<file path="src/rtl/swd_target_responder.sv">
// SWD DP-side target: line reset, request/ACK/data phases, DP registers and a valid/ready AP port.
// Define SWD_TGT_STICKY_ERR_EN to enable the sticky WDATAERR bit and FAULT responses.
module swd_target_responder #(
    parameter logic [31:0] IDCODE_VAL  = 32'h2BA01477,
    parameter int          LRESET_ONES = 50
) (
    input  logic        swclk,
    input  logic        rst,
    input  logic        swdio_in,
    output logic        swdio_out,
    output logic        swdio_oe,
    output logic        ap_valid,
    input  logic        ap_ready,
    output logic        ap_rnw,
    output logic [7:0]  ap_addr,
    output logic [31:0] ap_wdata,
    input  logic [31:0] ap_rdata,
    output logic        protocol_err
);
`ifdef SWD_TGT_STICKY_ERR_EN
    localparam logic STICKY_EN = 1'b1;
`else
    localparam logic STICKY_EN = 1'b0;
`endif
    localparam logic [5:0] LR_TH     = 6'(LRESET_ONES - 1);
    localparam logic [2:0] ACK_OK    = 3'b001;
    localparam logic [2:0] ACK_WAIT  = 3'b010;
    localparam logic [2:0] ACK_FAULT = 3'b100;

    typedef enum logic [3:0] {LOCKOUT, LRESET, IDLE, REQ, TRN1, ACK, RDATA, TRN2, WDATA} state_t;

    state_t      state_q, state_d;
    logic [5:0]  ones_q, ones_d, cnt_q, cnt_d;
    logic [5:0]  req_q, req_d;      // {stop, parity, A3, A2, RnW, APnDP}
    logic [2:0]  ack_q, ack_d;
    logic [31:0] shift_q, shift_d, rdbuf_q, rdbuf_d, last_rd_q, last_rd_d;
    logic        par_q, par_d, oe_q, oe_d, out_q, out_d, perr_q, perr_d;
    logic [1:0]  ctrl_q, ctrl_d;    // power-up request bits 30 and 28
    logic [3:0]  bank_q, bank_d;
    logic        sticky_q, sticky_d, launch_q, launch_d;
    logic        ap_valid_q, ap_valid_d, ap_rnw_q, ap_rnw_d;
    logic [7:0]  ap_addr_q, ap_addr_d;
    logic [31:0] ap_wdata_q, ap_wdata_d;
    logic [31:0] rd_word, ctrlstat;
    logic [2:0]  ack_sel;
    logic [1:0]  a_bits;
    logic        apndp, rnw, ap_hs, fault_exempt;

    assign apndp        = req_q[0];
    assign rnw          = req_q[1];
    assign a_bits       = req_q[3:2];
    assign ap_hs        = ap_valid_q && ap_ready;
    assign fault_exempt = !apndp && (rnw ? !a_bits[1] : (a_bits == 2'd0));
    // Each power-up request is reflected straight into its ack bit one position above.
    assign ctrlstat     = {ctrl_q[1], ctrl_q[1], ctrl_q[0], ctrl_q[0], 20'd0, sticky_q, 7'd0};

    always_comb begin
        state_d    = state_q;
        cnt_d      = cnt_q;
        req_d      = req_q;
        ack_d      = ack_q;
        shift_d    = shift_q;
        par_d      = par_q;
        oe_d       = oe_q;
        out_d      = out_q;
        perr_d     = 1'b0;
        ctrl_d     = ctrl_q;
        bank_d     = bank_q;
        sticky_d   = sticky_q;
        last_rd_d  = last_rd_q;
        launch_d   = 1'b0;
        ap_rnw_d   = ap_rnw_q;
        ap_addr_d  = ap_addr_q;
        ap_wdata_d = ap_wdata_q;
        rd_word    = '0;
        ack_sel    = ACK_OK;
        ones_d     = swdio_in ? ((ones_q == 6'd63) ? ones_q : ones_q + 6'd1) : 6'd0;
        rdbuf_d    = (ap_hs && ap_rnw_q) ? ap_rdata : rdbuf_q;
        ap_valid_d = launch_q ? 1'b1 : (ap_hs ? 1'b0 : ap_valid_q);

        if (swdio_in && ones_q >= LR_TH) begin
            state_d = LRESET;
            oe_d    = 1'b0;
            out_d   = 1'b0;
        end else begin
            case (state_q)
                LRESET: if (!swdio_in) state_d = IDLE;
                IDLE: if (swdio_in) begin
                    state_d = REQ;
                    cnt_d   = '0;
                end
                REQ: begin
                    if (cnt_q != 6'd6) begin
                        req_d = {swdio_in, req_q[5:1]};
                        cnt_d = cnt_q + 6'd1;
                    end else if (req_q[4] != ^req_q[3:0] || req_q[5] || !swdio_in) begin
                        perr_d  = 1'b1;
                        state_d = LOCKOUT;
                    end else begin
                        state_d = TRN1;
                    end
                end
                TRN1: begin
                    case (a_bits)
                        2'd0:    rd_word = IDCODE_VAL;
                        2'd1:    rd_word = ctrlstat;
                        2'd2:    rd_word = last_rd_q;
                        default: rd_word = rdbuf_d;
                    endcase
                    if (apndp) rd_word = rdbuf_d;
                    if (ap_valid_q && !ap_ready)                      ack_sel = ACK_WAIT;
                    else if (STICKY_EN && sticky_q && !fault_exempt) ack_sel = ACK_FAULT;
                    ack_d   = ack_sel;
                    state_d = ACK;
                    cnt_d   = '0;
                    oe_d    = 1'b1;
                    out_d   = ack_sel[0];
                    if (ack_sel == ACK_OK && rnw) begin
                        shift_d   = rd_word;
                        par_d     = ^rd_word;
                        last_rd_d = rd_word;
                        // Posted AP read: the old RDBUFF goes out now, the new access starts.
                        if (apndp) begin
                            launch_d  = 1'b1;
                            ap_rnw_d  = 1'b1;
                            ap_addr_d = {bank_q, a_bits, 2'b00};
                        end
                    end
                end
                ACK: begin
                    if (cnt_q != 6'd2) begin
                        out_d = ack_q[cnt_q[1:0] + 2'd1];
                        cnt_d = cnt_q + 6'd1;
                    end else if (ack_q == ACK_OK && rnw) begin
                        state_d = RDATA;
                        out_d   = shift_q[0];
                        shift_d = shift_q >> 1;
                        cnt_d   = '0;
                    end else begin
                        state_d = TRN2;
                        oe_d    = 1'b0;
                        out_d   = 1'b0;
                    end
                end
                RDATA: begin
                    cnt_d = cnt_q + 6'd1;
                    if (cnt_q < 6'd31) begin
                        out_d   = shift_q[0];
                        shift_d = shift_q >> 1;
                    end else if (cnt_q == 6'd31) begin
                        out_d = par_q;
                    end else begin
                        state_d = TRN2;
                        oe_d    = 1'b0;
                        out_d   = 1'b0;
                    end
                end
                TRN2: begin
                    cnt_d   = '0;
                    state_d = (ack_q == ACK_OK && !rnw) ? WDATA : IDLE;
                end
                WDATA: begin
                    if (cnt_q != 6'd32) begin
                        shift_d = {swdio_in, shift_q[31:1]};
                        cnt_d   = cnt_q + 6'd1;
                    end else begin
                        state_d = IDLE;
                        if (swdio_in == ^shift_q) begin
                            if (apndp) begin
                                launch_d   = 1'b1;
                                ap_rnw_d   = 1'b0;
                                ap_addr_d  = {bank_q, a_bits, 2'b00};
                                ap_wdata_d = shift_q;
                            end else begin
                                case (a_bits)
                                    2'd0:    if (shift_q[0]) sticky_d = 1'b0;
                                    2'd1:    ctrl_d = {shift_q[30], shift_q[28]};
                                    2'd2:    bank_d = shift_q[7:4];
                                    default: ;
                                endcase
                            end
                        end else if (STICKY_EN) begin
                            sticky_d = 1'b1;
                        end
                    end
                end
                default: ;
            endcase
        end
    end

    always_ff @(posedge swclk or posedge rst) begin
        if (rst) begin
            state_q    <= LOCKOUT;
            ones_q     <= '0;
            cnt_q      <= '0;
            req_q      <= '0;
            ack_q      <= '0;
            shift_q    <= '0;
            rdbuf_q    <= '0;
            last_rd_q  <= '0;
            par_q      <= 1'b0;
            oe_q       <= 1'b0;
            out_q      <= 1'b0;
            perr_q     <= 1'b0;
            ctrl_q     <= '0;
            bank_q     <= '0;
            sticky_q   <= 1'b0;
            launch_q   <= 1'b0;
            ap_valid_q <= 1'b0;
            ap_rnw_q   <= 1'b0;
            ap_addr_q  <= '0;
            ap_wdata_q <= '0;
        end else begin
            state_q    <= state_d;
            ones_q     <= ones_d;
            cnt_q      <= cnt_d;
            req_q      <= req_d;
            ack_q      <= ack_d;
            shift_q    <= shift_d;
            rdbuf_q    <= rdbuf_d;
            last_rd_q  <= last_rd_d;
            par_q      <= par_d;
            oe_q       <= oe_d;
            out_q      <= out_d;
            perr_q     <= perr_d;
            ctrl_q     <= ctrl_d;
            bank_q     <= bank_d;
            sticky_q   <= sticky_d;
            launch_q   <= launch_d;
            ap_valid_q <= ap_valid_d;
            ap_rnw_q   <= ap_rnw_d;
            ap_addr_q  <= ap_addr_d;
            ap_wdata_q <= ap_wdata_d;
        end
    end

    assign swdio_oe     = oe_q;
    assign swdio_out    = out_q;
    assign protocol_err = perr_q;
    assign ap_valid     = ap_valid_q;
    assign ap_rnw       = ap_rnw_q;
    assign ap_addr      = ap_addr_q;
    assign ap_wdata     = ap_wdata_q;
endmodule

</file>
<file path="config.mk">
export PLATFORM = sky130hd
export DESIGN_NAME = swd_target_responder
export DESIGN_NICKNAME = d
export VERILOG_FILES = /design/src/rtl/swd_target_responder.sv
export SDC_FILE = /design/constraint.sdc
export NUM_CORES = 1
export LEC_CHECK = 0
export ABC_CLOCK_PERIOD_IN_PS = 6800
export BUFFER_PORTS_ARGS = -buffer_cell sky130_fd_sc_hd__buf_2
export CAP_MARGIN = 20
export CORE_ASPECT_RATIO = 1.1
export CORE_MARGIN = 2
export CORE_UTILIZATION = 60
export CTS_CLUSTER_DIAMETER = 60
export DETAILED_ROUTE_END_ITERATION = 8
export PLACE_DENSITY = 0.88
export SLEW_MARGIN = 20
export SYNTH_ARGS = -nofsm -noshare
export SYNTH_HDL_FRONTEND = slang
export SYNTH_SLANG_ARGS = --single-unit
</file>
<file path="constraint.sdc">
create_clock -name swclk -period 6.8 [get_ports swclk]
set_input_delay 1.36 -clock swclk [delete_from_list [all_inputs] [get_ports swclk]]
set_output_delay 1.36 -clock swclk [all_outputs]
set_load 0.02 [all_outputs]
</file>
==> flow_results.org <==
** Global routing
- Entering global routing, the biggest net connects roughly 110 pins.
- First-pass GRT wire length :: approximately 33000 um
- The initial antenna violation count is 1.
- The via count of the first global-routing pass was 6515.
- Summed over all layers, the global routing overflow is 0.
- Global routing consumed, over all layers together, 26.4% of the routing resources.

** Placement
- Instance count after placement with tap cells included :: 1101
- The wire-length estimate of the detail-placed layout is between 10000 and 15000 um.
- During placement, the flow inserted port buffers numbering between 70 and 80.
- Global placer's final weighted congestion :: 0.889

** STA
- Shortest period the worst path allows :: around 3800 ps
- Setup violations remaining at the end of the flow were counted as 0.
- Number of hold violations in the final report :: 0
- Across the routed clock network, the largest skew measured is ~11 ps.
- Period Utilization, post-route :: 55.4%
- Max_slew headroom :: 45.9%
- Setup repair after global routing left no endpoint under its margin.
- Transition time at the pin with the least slew margin :: between 800 and 900 ps
- Post-route setup TNS :: 0 ps
- Max Transition Viols Final :: 0
- F_max :: approximately 270 MHz

** Synthesis
- Post-synth cell types :: between 50 and 60
- Post-synthesis register bit count :: between 150 and 200
- For this run, the number of Yosys warnings is 0.
- A synthesized cell averages 10.5 sq um.
- The synthesized design spends more area on one cell type than any other, namely dfrtp_1.
- In this run the biggest area consumer among cell types represents 47.2% of the synthesized area.
- The synthesized netlist occupies a cell area of just over 9000 sq um.
- The commonest cells after synthesis are 171 x dfrtp_1, 88 x mux2_2, 79 x nand2_1.
- For this run, the register share of the synthesized area comes to between 40 and 50%.
- Post-synthesis async set-or-reset flop share :: 100%
- In the post-synthesis netlist, the cell with the most instances is dfrtp_1.
- Counting flops with a built-in enable in the synthesized netlist gives 0.
- Predominant post-synthesis flop cell :: dfrtp_1
- Number of instances in the synthesized netlist :: 865
- In the post-synthesis netlist, the biggest area contributors are dfrtp_1 47%, mux2_2 11%, xnor2_1 6.8%, mux2i_1 3.9%, o21ai_0 3.5%.

** Clock network
- The clock passes through at most 2 buffers.
- Hold Buf Count CTS :: 0
- Clk root buf :: clkbuf_16
- The H-tree generated during clock tree synthesis spans 4 levels.
- Number of cells upsized or downsized after cts :: 0
- Once the clock tree was built, the setup fixing pass inserted 0 buffers.
- The clock net in this run drives a total of roughly 170 sinks.
- CTS tree :: built
- Clock-pin slew on the worst setup and hold paths :: about 70 ps
- The later pin in the worst-skew pair is clocked with a latency of between 400 and 500 ps.
- TritonCTS buffer count :: 17

** Setup path
- The worst setup path is captured at a register.
- Worst Reg2Reg Path Length in Cells :: 8
- The largest individual stage delay along the critical path comes from the cell nand3_2.
- Crit path max fanout :: 32
- Terminus of the critical flop-to-flop path :: ap_wdata[16]
- STA puts the critical path data arrival time at ~4100 ps.
- Register-to-register setup slack :: around 3500 ps
- Classification of the worst setup path :: in -> reg
- STA classifies the critical path startpoint as a primary input.
- Broken down by cell family, the worst path's largest delay share belongs to XOR/XNOR gates.
- The number of buffers and inverters on the critical path is 1.
- Data on the critical path is required at its endpoint by slightly above 7000 ps.
- List of cells traversed by the critical path :: buf_2, xnor2_1, xnor2_1, xnor2_1, xnor3_1, xnor2_1, nor3_2, nand3_2, mux2_2
- The worst register-to-register path begins at shift_q[26].
- Among the stages of the critical path, the cell type that occurs most often is xnor2_1.
- Maximum single-stage delay on the critical path :: 680 ps

** Detailed routing
- Dividing the detail-routed wire length by the instance count gives between 15 and 20 um.
- Number of DRC markers after the initial detailed-route iteration :: ~500
- In the routed layout, each cell is associated on average with a via count of about 5.9.
- After detailed routing, the total wire length is between 20000 and 25000 um.
- Across all layers, the routed design uses between 6000 and 7000 vias.
- In this run the remaining antenna-violating nets after routing total 0.
- After detailed routing, the number of remaining DRC violations is 0.
- Length of the first detailed-routing pass in iterations :: 5

** Finish
- Number of cells in the finished layout apart from fillers :: 1135
- Final cell utilization of the core :: 68.1%
- Fraction of final layout cells sized beyond drive strength 1 :: a little under a quarter
- Relative to the synthesized area, the layout overhead comes to 12.2%.
- Nets :: between 900 and 1000

** Pwr
- Total power density per cell area :: around 430 nW/um^2
- Clock share of power :: 21.6%
- Net switching is 39.1% of the power.
- Reg power frac :: roughly a third
- In this run the power spent charging and discharging nets is around 1.7 mW.
- Internal power comes to about 2.6 mW.
- The analysis attributes to cell leakage a power of roughly 5.2 nW.
- Comb power frac :: roughly 45%
- VDD sags by at most around 0.24 mV.

** Floorplanning
- Initial standard-cell utilization of the core :: 60.6%
- Cell row count :: 47
- From left edge to right edge, the die measures approximately 120 um.
- Num ports :: 81
- The die covers approximately 16000 sq um.
- Height of the chip :: about 130 um
- Placeable core area :: roughly 15000 sq um

** Min path
- Worst Hold Path Cells :: 1
- The startpoint identified for the worst hold timing path is launch_q.
- Hold Path Class :: reg -> reg
- Endpoint of the worst hold-timing path :: ap_valid

** Job
- Max-cap viol count :: 0

** Outcome
- Run status :: completed
flip-flops by register name, indices dropped and copies added (netlist names), 2 cells and up:
| signal | count |
|---|---|
| ap_wdata | 32 |
| last_rd_q | 32 |
| rdbuf_q | 32 |
| shift_q | 32 |
| ap_addr | 6 |
| cnt_q | 6 |
| ones_q | 6 |
| req_q | 6 |
| bank_q | 4 |
| state_q | 4 |
| ack_q | 2 |
| ctrl_q | 2 |
power by group through the flow:
stage	logic (mW)	registers [mW]	clock network, mW
final	1.95	1.46	0.937
after global routing	2.15	1.48	0.994
after CTS	1.94	1.45	0.944
after detailed placement	1.91	1.47	0
after global placement	1.85	1.46	0
after floorplan	1.60	1.37	0
metal layers:
layer  part of all wire (%)  GRT usage [%]
met5                      0              0
met4                    1.4           7.15
met2                     46           39.4
met3                    7.3           6.47
met1                     45           38.9
worst max-delay path by stage:
stage	end	cells after the start	slack [ps]	from
after global routing	ap_wdata[13]	9	2840	swdio_in
after detailed placement	par_q	10	2610	ap_ready
after CTS	par_q	10	3030	ap_ready
after global placement	ap_wdata[22]	9	2680	swdio_in
after floorplan	ack_q[0]	1	810	rst
final	ap_wdata[16]	9	3030	swdio_in
cell families (layout without fill, tap and decap cells):
group / count (synthesis) / in the layout / synth area share, %
other: 1 / 3 / 0.0414
xor gates and xnor gates: 101 / 101 / 10.5
DFF: 171 / 171 / 47.2
and+or+nand+nor: 200 / 200 / 9.90
buffers and inverters: 69 / 141 / 3.31
AOI/OAI and AO/OA: 188 / 188 / 12.5
adders and majority gates: 10 / 10 / 1.38
muxes: 125 / 125 / 15.1
final cells by class:
class	instances	area (sq um)
fillers	1103	4770
multi-input cells	626	4500
flip-flops and latches	171	4280
repair buffers	88	485
clock buffers	22	464
well taps	196	245
clock inverters	10	105
inverters	21	83.8
diodes	1	2.50
per-stage QoR:
stage	setup WS [ps]	instance area (sq um)	hold WS, ps	power [mW]
6_report	3030	10200	476	4.35
5_1_grt	2840	10200	497	4.63
4_1_cts	3030	10100	480	4.33
3_5_place_dp	2610	9570	465	3.38
3_3_place_gp	2680	9570	415	3.31
2_1_floorplan	808	9060	408	2.96
layout by cell type, fill, tap and decap left out, types with 4 or more instances in the layout:
cell and n:
a211oi_1 10, a21o_1 7, a21oi_1 51, a31oi_1 13, and3_1 4, buf_2 78
buf_4 9, clkbuf_16 17, dfrtp_1 171, ha_1 10, inv_1 20, inv_6 5
mux2_2 88, mux2i_1 35, nand2_1 79, nand2b_1 4, nand3_1 7, nand4_1 6
nor2_1 71, nor3_1 6, o21a_1 14, o21ai_0 63, o221ai_1 4, o22ai_1 6
xnor2_1 70, xnor3_1 5, xor2_1 26
Power figures use the tool's default switching activity.
